**src/rtl/instruction_fetch.sv**
```systemverilog
`default_nettype none
// ============================================================================
//  Module   : instruction_fetch
//  Purpose  : Instruction-fetch stage. Holds the PC, reads 16-bit words from
//             instruction memory, assembles one- or two-word instructions
//             (opcode word plus optional immediate word) and hands registered
//             opCode/Rs/Rd/immediate fields to decode. Supports downstream
//             stall and branch redirect from execute.
//  Revision : 1.0  initial release
// ============================================================================
module instruction_fetch #(
    parameter int              ADDR_W   = 16,
    parameter logic [ADDR_W-1:0] RESET_PC = '0
) (
    input  logic              clk,
    input  logic              rst,
    input  logic              stall,
    input  logic              branch_taken,
    input  logic [ADDR_W-1:0] branch_target,
    output logic [ADDR_W-1:0] imem_addr,
    input  logic [15:0]       imem_data,
    output logic [4:0]        id_opCode,
    output logic [2:0]        id_Rs,
    output logic [2:0]        id_Rd,
    output logic [15:0]       id_imm,
    output logic [ADDR_W-1:0] id_pc,
    output logic              id_valid
);

    // FETCH_OP: next word is an opcode word.
    // FETCH_IMM: opcode word is parked in r_hold_word, next word is its immediate.
    typedef enum logic [0:0] {
        FETCH_OP  = 1'b0,
        FETCH_IMM = 1'b1
    } state_t;

    state_t            r_state;
    logic [ADDR_W-1:0] r_pc;
    logic [15:0]       r_hold_word;
    logic [ADDR_W-1:0] r_hold_pc;
    logic [ADDR_W-1:0] w_pc_next;

    // Low five bits of an opcode word carry no information for decode.
    logic              w_unused;

    // Sequential PC advance wraps naturally at 2^ADDR_W.
    assign w_pc_next = r_pc + {{(ADDR_W-1){1'b0}}, 1'b1};
    assign imem_addr = r_pc;
    assign w_unused  = ^{imem_data[4:0], r_hold_word[4:0]};

    // Fetch state machine: PC, hold registers and registered IF/ID fields.
    always_ff @(posedge clk) begin
        if (rst) begin
            r_pc        <= RESET_PC;
            r_state     <= FETCH_OP;
            r_hold_word <= '0;
            r_hold_pc   <= '0;
            id_opCode   <= '0;
            id_Rs       <= '0;
            id_Rd       <= '0;
            id_imm      <= '0;
            id_pc       <= '0;
            id_valid    <= 1'b0;
        end else if (branch_taken) begin
            // Redirect wins over stall; any half-assembled instruction is dropped
            // and decode sees a single bubble.
            r_pc      <= branch_target;
            r_state   <= FETCH_OP;
            id_opCode <= '0;
            id_Rs     <= '0;
            id_Rd     <= '0;
            id_imm    <= '0;
            id_pc     <= '0;
            id_valid  <= 1'b0;
        end else if (!stall) begin
            case (r_state)
                FETCH_OP: begin
                    r_pc <= w_pc_next;
                    if (imem_data[15]) begin
                        // Two-word instruction: park the opcode word, emit a bubble.
                        r_hold_word <= imem_data;
                        r_hold_pc   <= r_pc;
                        r_state     <= FETCH_IMM;
                        id_opCode   <= '0;
                        id_Rs       <= '0;
                        id_Rd       <= '0;
                        id_imm      <= '0;
                        id_pc       <= '0;
                        id_valid    <= 1'b0;
                    end else begin
                        id_opCode <= imem_data[15:11];
                        id_Rs     <= imem_data[10:8];
                        id_Rd     <= imem_data[7:5];
                        id_imm    <= '0;
                        id_pc     <= r_pc;
                        id_valid  <= 1'b1;
                    end
                end
                FETCH_IMM: begin
                    // Current word is the immediate of the parked opcode word.
                    r_pc      <= w_pc_next;
                    r_state   <= FETCH_OP;
                    id_opCode <= r_hold_word[15:11];
                    id_Rs     <= r_hold_word[10:8];
                    id_Rd     <= r_hold_word[7:5];
                    id_imm    <= imem_data;
                    id_pc     <= r_hold_pc;
                    id_valid  <= 1'b1;
                end
                default: begin
                    r_state <= FETCH_OP;
                end
            endcase
        end
    end

endmodule
`default_nettype wire

```
**config.mk**
```make
export PLATFORM = sky130hd
export DESIGN_NAME = instruction_fetch
export DESIGN_NICKNAME = d
export VERILOG_FILES = /design/src/rtl/instruction_fetch.sv
export SDC_FILE = /design/constraint.sdc
export NUM_CORES = 1
export LEC_CHECK = 0
export CAP_MARGIN = 20
export CELL_PAD_IN_SITES_DETAIL_PLACEMENT = 0
export CELL_PAD_IN_SITES_GLOBAL_PLACEMENT = 1
export CORE_ASPECT_RATIO = 2
export CORE_MARGIN = 2
export CORE_UTILIZATION = 25
export CTS_BUF_LIST = sky130_fd_sc_hd__clkbuf_4 sky130_fd_sc_hd__clkbuf_8 sky130_fd_sc_hd__clkbuf_16
export CTS_CLUSTER_SIZE = 12
export DETAILED_ROUTE_END_ITERATION = 12
export PLACE_DENSITY = 0.61
export SYNTH_ARGS = -nofsm -noshare
export SYNTH_HDL_FRONTEND = slang
export SYNTH_SLANG_ARGS = --single-unit
```
**constraint.sdc**
```tcl
create_clock -name clk -period 1.3 [get_ports clk]
set_input_delay 0.13 -clock clk [delete_from_list [all_inputs] [get_ports clk]]
set_output_delay 0.13 -clock clk [all_outputs]
set_load 0.01 [all_outputs]
```
## Word-level counts from Yosys, hierarchy flattened

Cells that the tools add are included.

- Register bits: 93
- Input port bits: 36
- Output and inout port bits: 60
- Word-level logic and storage cells: 32

- $add $sub $neg: 1
- Equality and inequality tests: 1
- Mux-type cells: 15
- Bitwise operators: 3
- Reductions and logical operators: 2

Operators by type and width:

| kind | number |
|---|---|
| 16-bit one-hot mux with 2 select lines | 2 |
| 16-bit 2-to-1 mux | 3 |
| 16-bit by 1-bit adder with 16-bit output (second input constant) | 1 |
| 3-bit one-hot mux with 2 select lines | 2 |
| 5-bit one-hot mux with 2 select lines | 1 |
| 3-bit 2-to-1 mux | 2 |
| 4-bit 2-to-1 mux | 1 |
| 1-bit one-hot mux with 2 select lines | 2 |
| 4-bit AND reduction | 1 |
| 1-bit inverter | 3 |
| 1-bit 2-to-1 mux | 2 |
| 2-bit by 1-bit != test with 1-bit output (second input constant) | 1 |
| 2-bit OR reduction | 1 |

## Logic depth before layout (Yosys ltp)

Gate-level depths: netlist of run 1.

- Depth in word-level cells: 3
- Gate-level depth with buffers: 7
- Mapped depth without buffers: 5

## Worst setup path before layout of run 1

Ideal clock, no wire load.

- Path kind: register -> register
- Start point: register r_pc[0], in the netlist imem_addr[0]
- End point: register r_pc[6], in the netlist imem_addr[6]
- Setup time: 91 ps
- Data arrival time: 1469 ps
- Required time: 1209 ps
- Path slack: -260 ps
- Stages on the path, launching flop included: 5
- Buffers on the path: 0
- Clock period less this slack: 1560 ps
- Cell sequence: dfxtp_1 > ha_1 > nand3b_1 > or3_1 > a311oi_1

- Longest elaborated chain between the ends: 3

RTL lines:

| element | line | source |
|---|---|---|
| from (decl) | 38 | `logic [ADDR_W-1:0] r_pc;` |
| from (signal assigned) | 67 | `r_pc <= branch_target;` |
| from (signal assigned) | 78 | `r_pc <= w_pc_next;` |
| from (signal assigned) | 101 | `r_pc <= w_pc_next;` |
| 16-bit by 1-bit adder with 16-bit output | 47 | `assign w_pc_next = r_pc + {{(ADDR_W-1){1'b0}}, 1'b1};` |
| 16-bit 2-to-1 mux | 75 | `end else if (!stall) begin` |
| 16-bit 2-to-1 mux | 64 | `end else if (branch_taken) begin` |

Every way passes these cells. The select of a mux whose other input is x is not followed.
A chain may end at the register's enable or synchronous reset.

## Final worst setup path of run 1

- Start point: register r_pc[1], in the netlist imem_addr[1]
- End point: register r_pc[6], in the netlist imem_addr[6]

Same word-level chain as after synthesis.

==> results of run 1 <==
-- through the flow --
stage	area [µm²]	setup slack (ns)	power, mW	util [%]	hold WS, ns
after CTS	6026	-0.1144	6.806	40.88	0.2858
final	6389	-0.1339	6.815	43.34	0.2807
after global placement	5361	-0.3399	3.697	36.37	0.4421
after global routing	6389	-0.1823	7.096	43.34	0.3021
after floorplan	3845	-0.04806	3.245	-	0.2631
after detailed placement	5361	-0.3739	3.703	36.37	0.4466
-- report_power, final --
| group | internal (mW) | switching (mW) |
|---|---|---|
| logic | 0.486 | 0.435 |
| clock network | 1.98 | 1.08 |
| registers | 2.77 | 0.0706 |
-- worst max-delay path, stage by stage (launching register included) --
cell	delay (ns)
dfxtp_4	0.37
ha_4	0.14
nand3b_1	0.12
buf_6	0.16
or3_4	0.32
a311oi_2	0.23
-- kinds of logic (layout without fill, tap and decap cells) --
kind of cell / after synthesis / count (layout)
and+or+nand+nor: 208 / 208
AOI/OAI and AO/OA: 114 / 114
DFF: 88 / 88
buffers and inverters: 41 / 203
xor gates and xnor gates: 12 / 12
adders and majority gates: 1 / 1
muxes: 1 / 1
-- path summary, 6_finish.rpt --
path	slack, ns	start	to
max	-0.13	imem_addr[1]	imem_addr[6]
min	0.28	stall	id_pc[4]
max reg2reg	-0.13	imem_addr[1]	imem_addr[6]
min reg2reg	0.45	r_hold_word[6]	r_hold_word[6]
-- layout by cell type, fill, tap and decap left out, types with 5 or more instances in the layout --
cell type         n
a21oi_2          32
xnor2_1          11
dfxtp_4           7
nand2_1          86
clkdlybuf4s50_1  33
clkbuf_16        12
buf_6            15
dfxtp_1          72
nand2_2           6
dfxtp_2           9
or3b_4           26
a22oi_2          16
a211oi_1          8
buf_12            5
nor4_4            5
buf_4            64
dlygate4sd2_1    57
a21oi_1          50
nor2_1           61
-- cells in the mapped netlist --
cell,number,area share [%]
nor4_2,4,1.3
nand3_1,3,0.40
or2_2,1,0.17
nor2_1,62,6.2
nand2b_1,2,0.33
nand4_2,1,0.33
nand4_1,1,0.17
ha_1,1,0.33
nor3_1,3,0.40
nand4_4,1,0.57
buf_2,8,1.1
mux2i_1,1,0.27
clkinv_1,1,0.10
or3_1,2,0.33
nor2b_1,2,0.33
nand3b_1,2,0.40
nor4_4,1,0.57
nor3b_2,1,0.33
xnor2_1,12,2.8
o21ai_0,2,0.27
inv_1,3,0.30
a22oi_1,16,3.2
buf_1,2,0.20
clkbuf_1,27,2.7
nand4b_1,1,0.23
a21oi_1,85,11
dfxtp_1,88,47
nand4b_2,1,0.40
a211oi_1,8,1.6
a311o_1,1,0.27
and2_1,1,0.17
nand2_1,93,9.3
a311oi_1,2,0.47
or3b_2,26,6.1
-- per-layer routing --
layer	vias to the layer above	routed length, µm	GRT usage [%]
met5	-	0	0
met4	0	290	6.667
met3	16	427	3.152
met2	75	7327	30.53
met1	1817	4750	15.73
li1	1895	-	-
-- registers in the layout, indices dropped and copies added (netlist names), 3 cells and up --
name / flops
id_opCode: 5
id_Rs: 3
id_imm: 16
r_hold_pc: 16
r_hold_word: 11
id_pc: 16
id_Rd: 3
imem_addr: 16
-- final cells by class --
| cell class | instances | area [µm²] | share of cell area (%) |
|---|---|---|---|
| inverters | 4 | 15.01 | 0.2350 |
| clock inverters | 5 | 102.6 | 1.606 |
| repair buffers | 183 | 1704 | 26.67 |
| flip-flops and latches | 88 | 1799 | 28.16 |
| clock buffers | 11 | 252.7 | 3.956 |
| well taps | 195 | 244.0 | 3.819 |
| multi-input cells | 336 | 2271 | 35.55 |
-- repair_timing --
action,CTS,global route
pin swaps,27,75
gates cloned,2,4
setup buffers,10,10
resized for setup,139,58
hold endpoints to repair,0,0
hold buffers,0,0
setup endpoints to repair,135,79
==> impl_metrics.csv, run 1 <==
group,metric,value,unit
clock_tree,clk_pin_slew,0.06,ns
global_routing,grt_max_degree,44,
detailed_routing,wire_per_inst,15.57,µm
critical_path,cp.arrival,1.68,ns
global_routing,grt_pass1_vias,3795,
sta,fin_setup_tns,-0.7064,ns
placement,dp.cells,781,
power,peakVddDrop,0.0005577,V
sta,clock_skew,0.004188,ns
detailed_routing,vias_per_cell,4.627,
sta,worst_slack,-0.1339,ns
floorplan,die_h,177.2,µm
global_routing,grt_util_all_layers,15.64,%
floorplan,die_w,90.59,µm
cells_and_area,nNetsFinal,659,
logic_synthesis,syn_area_per_cell,8.061,µm²
worst_hold_path,hold_depth,4,
sta,drv_slew,0,
critical_path,cp_data_required_time,1.55,ns
detailed_routing,routed_wirelength,12.80,mm
logic_synthesis,synth_mux_area_share,0.2670,%
logic_synthesis,ys_warn_count,0,
power,p_leak,2.579,nW
clock_tree,cts_made_buffers,9,
logic_synthesis,ys_ff_latch,88,
critical_path,crit_type,"reg -> reg",
global_routing,overflow,0,
sta,finalHoldViolations,0,
sta,setup_viol,25,
cells_and_area,instances_no_fill,822,
detailed_routing,drtPass1Iterations,4,
clock_tree,clock_latency,0.34,ns
detailed_routing,drc,0,
cells_and_area,final.fill_count,1528,
logic_synthesis,syn-num-nets,502,
placement,port_buffers,95,
detailed_routing,detail-route-antenna-nets,0,
clock_tree,cts_tree,"built",
logic_synthesis,synth-simple-area-share,28.07,%
worst_hold_path,hold_class,"in -> reg",
floorplan,dieArea,16050,µm²
logic_synthesis,synth-adder-area-share,0.3338,%
logic_synthesis,synth_seq_area_share,47.00,%
logic_synthesis,synthDistinctLibCells,34,
cells_and_area,drive_gt1_share,36.20,%
critical_path,end_kind,"register",
logic_synthesis,synth_top_family_by_area,"simple AND/OR/NAND/NOR gates",
sta,slew_headroom,66.30,%
clock_tree,clock-sinks,88,
clock_tree,cts-root-buf,"clkbuf_16",
clock_tree,h-tree-depth,3,
floorplan,io_pins,96,
cells_and_area,syn_to_final_growth,70.43,%
outcome,run_status,"complete, but fails checks",
job,maxCapViolCount,0,
logic_synthesis,yosys.area_share.xor_xnor,2.804,%
global_routing,grt_pass1_wl,19.69,mm
critical_path,reg2reg_depth,5,
logic_synthesis,synth.cell_area,3749,µm²
cells_and_area,num_antenna_cells,0,
floorplan,coreArea,14740,µm²
critical_path,crit_fanout,3,
sta,post-route-period-util,110.3,%
placement,gp_congestion,0.7263,
sta,max_freq,697.4,MHz
floorplan,rows,63,
power,powerDensity,1067,nW/µm²
sta,fin_crit,1.434,ns
placement,dpl.hpwl,8.510,mm
outcome,violations,"setup timing",
detailed_routing,drt_iter0_markers,111,
clock_tree,cts_max_path_buffers,2,
sta,rsz0062_at_grt,"true",
critical_path,cp-start-kind,"register",
sta,worst_pin_slew,0.5055,ns
floorplan,start_util,25.43,%
detailed_routing,vias,3803,
logic_synthesis,syn_inst,465,
logic_synthesis,synth_compound_area_share,17.16,%
global_routing,antenna_found_initial,0,
No activity file was read; power rests on OpenSTA's default activity.
==> run 2: changes to the inputs <==
--- a/config.mk
+++ b/config.mk
@@ -9,7 +9,7 @@
 export CELL_PAD_IN_SITES_DETAIL_PLACEMENT = 0
 export CELL_PAD_IN_SITES_GLOBAL_PLACEMENT = 1
 export CORE_ASPECT_RATIO = 2
-export CORE_MARGIN = 2
+export CORE_MARGIN = 3
 export CORE_UTILIZATION = 25
 export CTS_BUF_LIST = sky130_fd_sc_hd__clkbuf_4 sky130_fd_sc_hd__clkbuf_8 sky130_fd_sc_hd__clkbuf_16
 export CTS_CLUSTER_SIZE = 12
==> run 2 against run 1 <==
The flow still finishes with violations (setup timing). Maximum frequency shrank 2.3%. Final cell count down 0.73%. Critical path depth stayed put. Die area up 3.4%. Sequential power about the same. Critical endpoint is now imem_addr[11]. Clock power shrank 6%. Cell area increased by 3.4%.
==> impl_metrics.csv, run 2 (synthesis results as in run 1) <==
group,metric,value,unit
critical_path,worst-path-buf-inv,1,
global_routing,antenna_found_initial,0,
sta,setup_viol,52,
global_routing,grt_util_all_layers,15.79,%
detailed_routing,detail-route-antenna-nets,0,
floorplan,start_util,25.84,%
critical_path,crit_type,"reg -> reg",
worst_hold_path,hold_depth,3,
placement,gp_congestion,0.7688,
outcome,violations,"setup timing",
sta,slew_headroom,63.53,%
sta,clock_skew,0.006695,ns
critical_path,worstPathCellList,"nand4_4 -> buf_4 -> nor4_4 -> xnor2_1 -> a211oi_1",
detailed_routing,vias_per_cell,4.748,
detailed_routing,routed_wirelength,13.47,mm
clock_tree,cts_tree,"built",
critical_path,crit_fanout,6,
clock_tree,cts-root-buf,"clkbuf_16",
detailed_routing,drtPass1Iterations,4,
critical_path,regToRegSetupSlack,-0.17,ns
floorplan,die_w,92.59,µm
critical_path,rr_endpoint,"imem_addr[11]",
critical_path,critPathTopFamily,"simple AND/OR/NAND/NOR gates",
global_routing,overflow,0,
sta,finalHoldViolations,0,
sta,fin_crit,1.468,ns
critical_path,cp_data_required_time,1.56,ns
clock_tree,h-tree-depth,3,
global_routing,grt_pass1_wl,20.36,mm
sta,drv_slew,0,
outcome,run_status,"complete, but fails checks",
sta,rsz0062_at_grt,"true",
clock_tree,cts_max_path_buffers,2,
power,seqPwrFrac,42.4,%
power,powerDensity,1015,nW/µm²
critical_path,cp-start-kind,"register",
critical_path,end_kind,"register",
sta,worst_slack,-0.1679,ns
power,power_frac_clock,42.7,%
power,p_switching,1.620,mW
placement,dpl.hpwl,8.294,mm
power,peakVddDrop,0.0007530,V
floorplan,rows,62,
job,maxCapViolCount,0,
floorplan,io_pins,96,
power,p_leak,2.687,nW
cells_and_area,final_cell_mix,"dfxtp_1, nand2_1, nor2_1",
critical_path,reg2reg_depth,5,
critical_path,startpoint,"imem_addr[4]",
cells_and_area,nNetsFinal,657,
floorplan,coreArea,14510,µm²
clock_tree,cts_made_buffers,9,
power,internal_power,5.087,mW
placement,port_buffers,95,
sta,max_freq,681.2,MHz
detailed_routing,drc,0,
cells_and_area,fin_util,45.56,%
clock_tree,clock_latency,0.34,ns
power,p_sw_share,24.15,%
worst_hold_path,whs_endpoint,"imem_addr[1]",
clock_tree,clock-sinks,88,
detailed_routing,drt_iter0_markers,131,
clock_tree,clk_pin_slew,0.06,ns
cells_and_area,layout_commonest_cell,"dfxtp_1",
floorplan,dieArea,16590,µm²
global_routing,grt_pass1_vias,3952,
placement,place_ws,-0.3501,ns
critical_path,cp.arrival,1.72,ns
cells_and_area,syn_to_final_growth,76.30,%
worst_hold_path,hold_class,"in -> reg",
detailed_routing,wire_per_inst,16.50,µm
cells_and_area,num_antenna_cells,0,
worst_hold_path,hold_start,"rst",
global_routing,grt_max_degree,46,
sta,post-route-period-util,112.9,%
floorplan,die_h,179.2,µm
cells_and_area,drive_gt1_share,41.51,%
critical_path,cp_slowest_cell,"dfxtp_2",
critical_path,r2r_start,"imem_addr[4]",
critical_path,cpPeakStageDelay,0.36,ns
power,combPwrFrac,14.9,%
detailed_routing,vias,3874,
sta,worst_pin_slew,0.5471,ns
## run 2: cell count changes in the layout (fill, tap and decap cells not counted), moves of 3 or more
cell     change
a21oi_1     -18
a21oi_2     +20
buf_12       +4
buf_4       -19
buf_6        +9
buf_8        +4
dfxtp_2      -3
nand2_1     -22
nand2_2     +13
nand2_4      +8
## run 2: timing repair
item                                    4_1_cts  5_1_grt
pin swaps                                    90       98
cloned                                        7        3
endpoints found under the setup margin      121       86
hold buffers                                  0        0
buffers inserted                             20        8
hold endpoints to repair                      0        0
resized for setup                           175       96
## run 2: cell type report
type | instances | area, µm²
Fill cell | 1454 | 7898
Multi-Input combinational cell | 336 | 2417
Timing Repair Buffer | 181 | 1812
Sequential cell | 88 | 1799
Clock buffer | 12 | 260.3
Tap cell | 192 | 240.2
Clock inverter | 3 | 65.06
Inverter | 4 | 15.01
## run 2: worst max-delay path by stage
stage          slack (ns)  cells after the start             to
2_1_floorplan       -0.05                      5  imem_addr[12]
3_3_place_gp        -0.34                      6      id_pc[11]
3_5_place_dp        -0.35                      6       id_pc[4]
4_1_cts             -0.14                      5  imem_addr[12]
5_1_grt             -0.20                      5   imem_addr[6]
6_report            -0.17                      5  imem_addr[11]
## run 2: metrics by stage
stage	hold WS (ns)	instance area [µm²]	std cells	power [mW]	setup TNS, ns
floorplan	0.2631	3845	465	3.245	-0.6695
global placement	0.4421	5318	771	3.690	-19.94
detailed placement	0.4465	5318	771	3.696	-20.66
CTS	0.2639	6286	813	6.695	-5.008
global route	0.2855	6609	816	6.939	-7.457
finish	0.2672	6609	816	6.707	-3.459
## run 2: power by group through the flow
stage,Clock [mW],Sequential (mW),Combinational (mW)
finish,2.87,2.84,1.00
global route,3.02,2.85,1.07
CTS,2.91,2.84,0.944
detailed placement,0,2.90,0.800
global placement,0,2.89,0.796
floorplan,0,2.92,0.322
## run 2: per-layer routing
layer / wire (µm) / track usage, % / part of all wire (%)
met2: 7602 / 31.04 / 56
met1: 5014 / 16.15 / 37
met5: 0 / 0 / 0
met3: 481 / 2.604 / 3.6
met4: 369 / 6.266 / 2.7
## run 2: worst register-to-register path, cell delays in order, from the launching register on
cell and delay [ns]:
dfxtp_2 0.36, nand4_4 0.19, buf_4 0.22, nor4_4 0.30, xnor2_1 0.13, a211oi_1 0.19
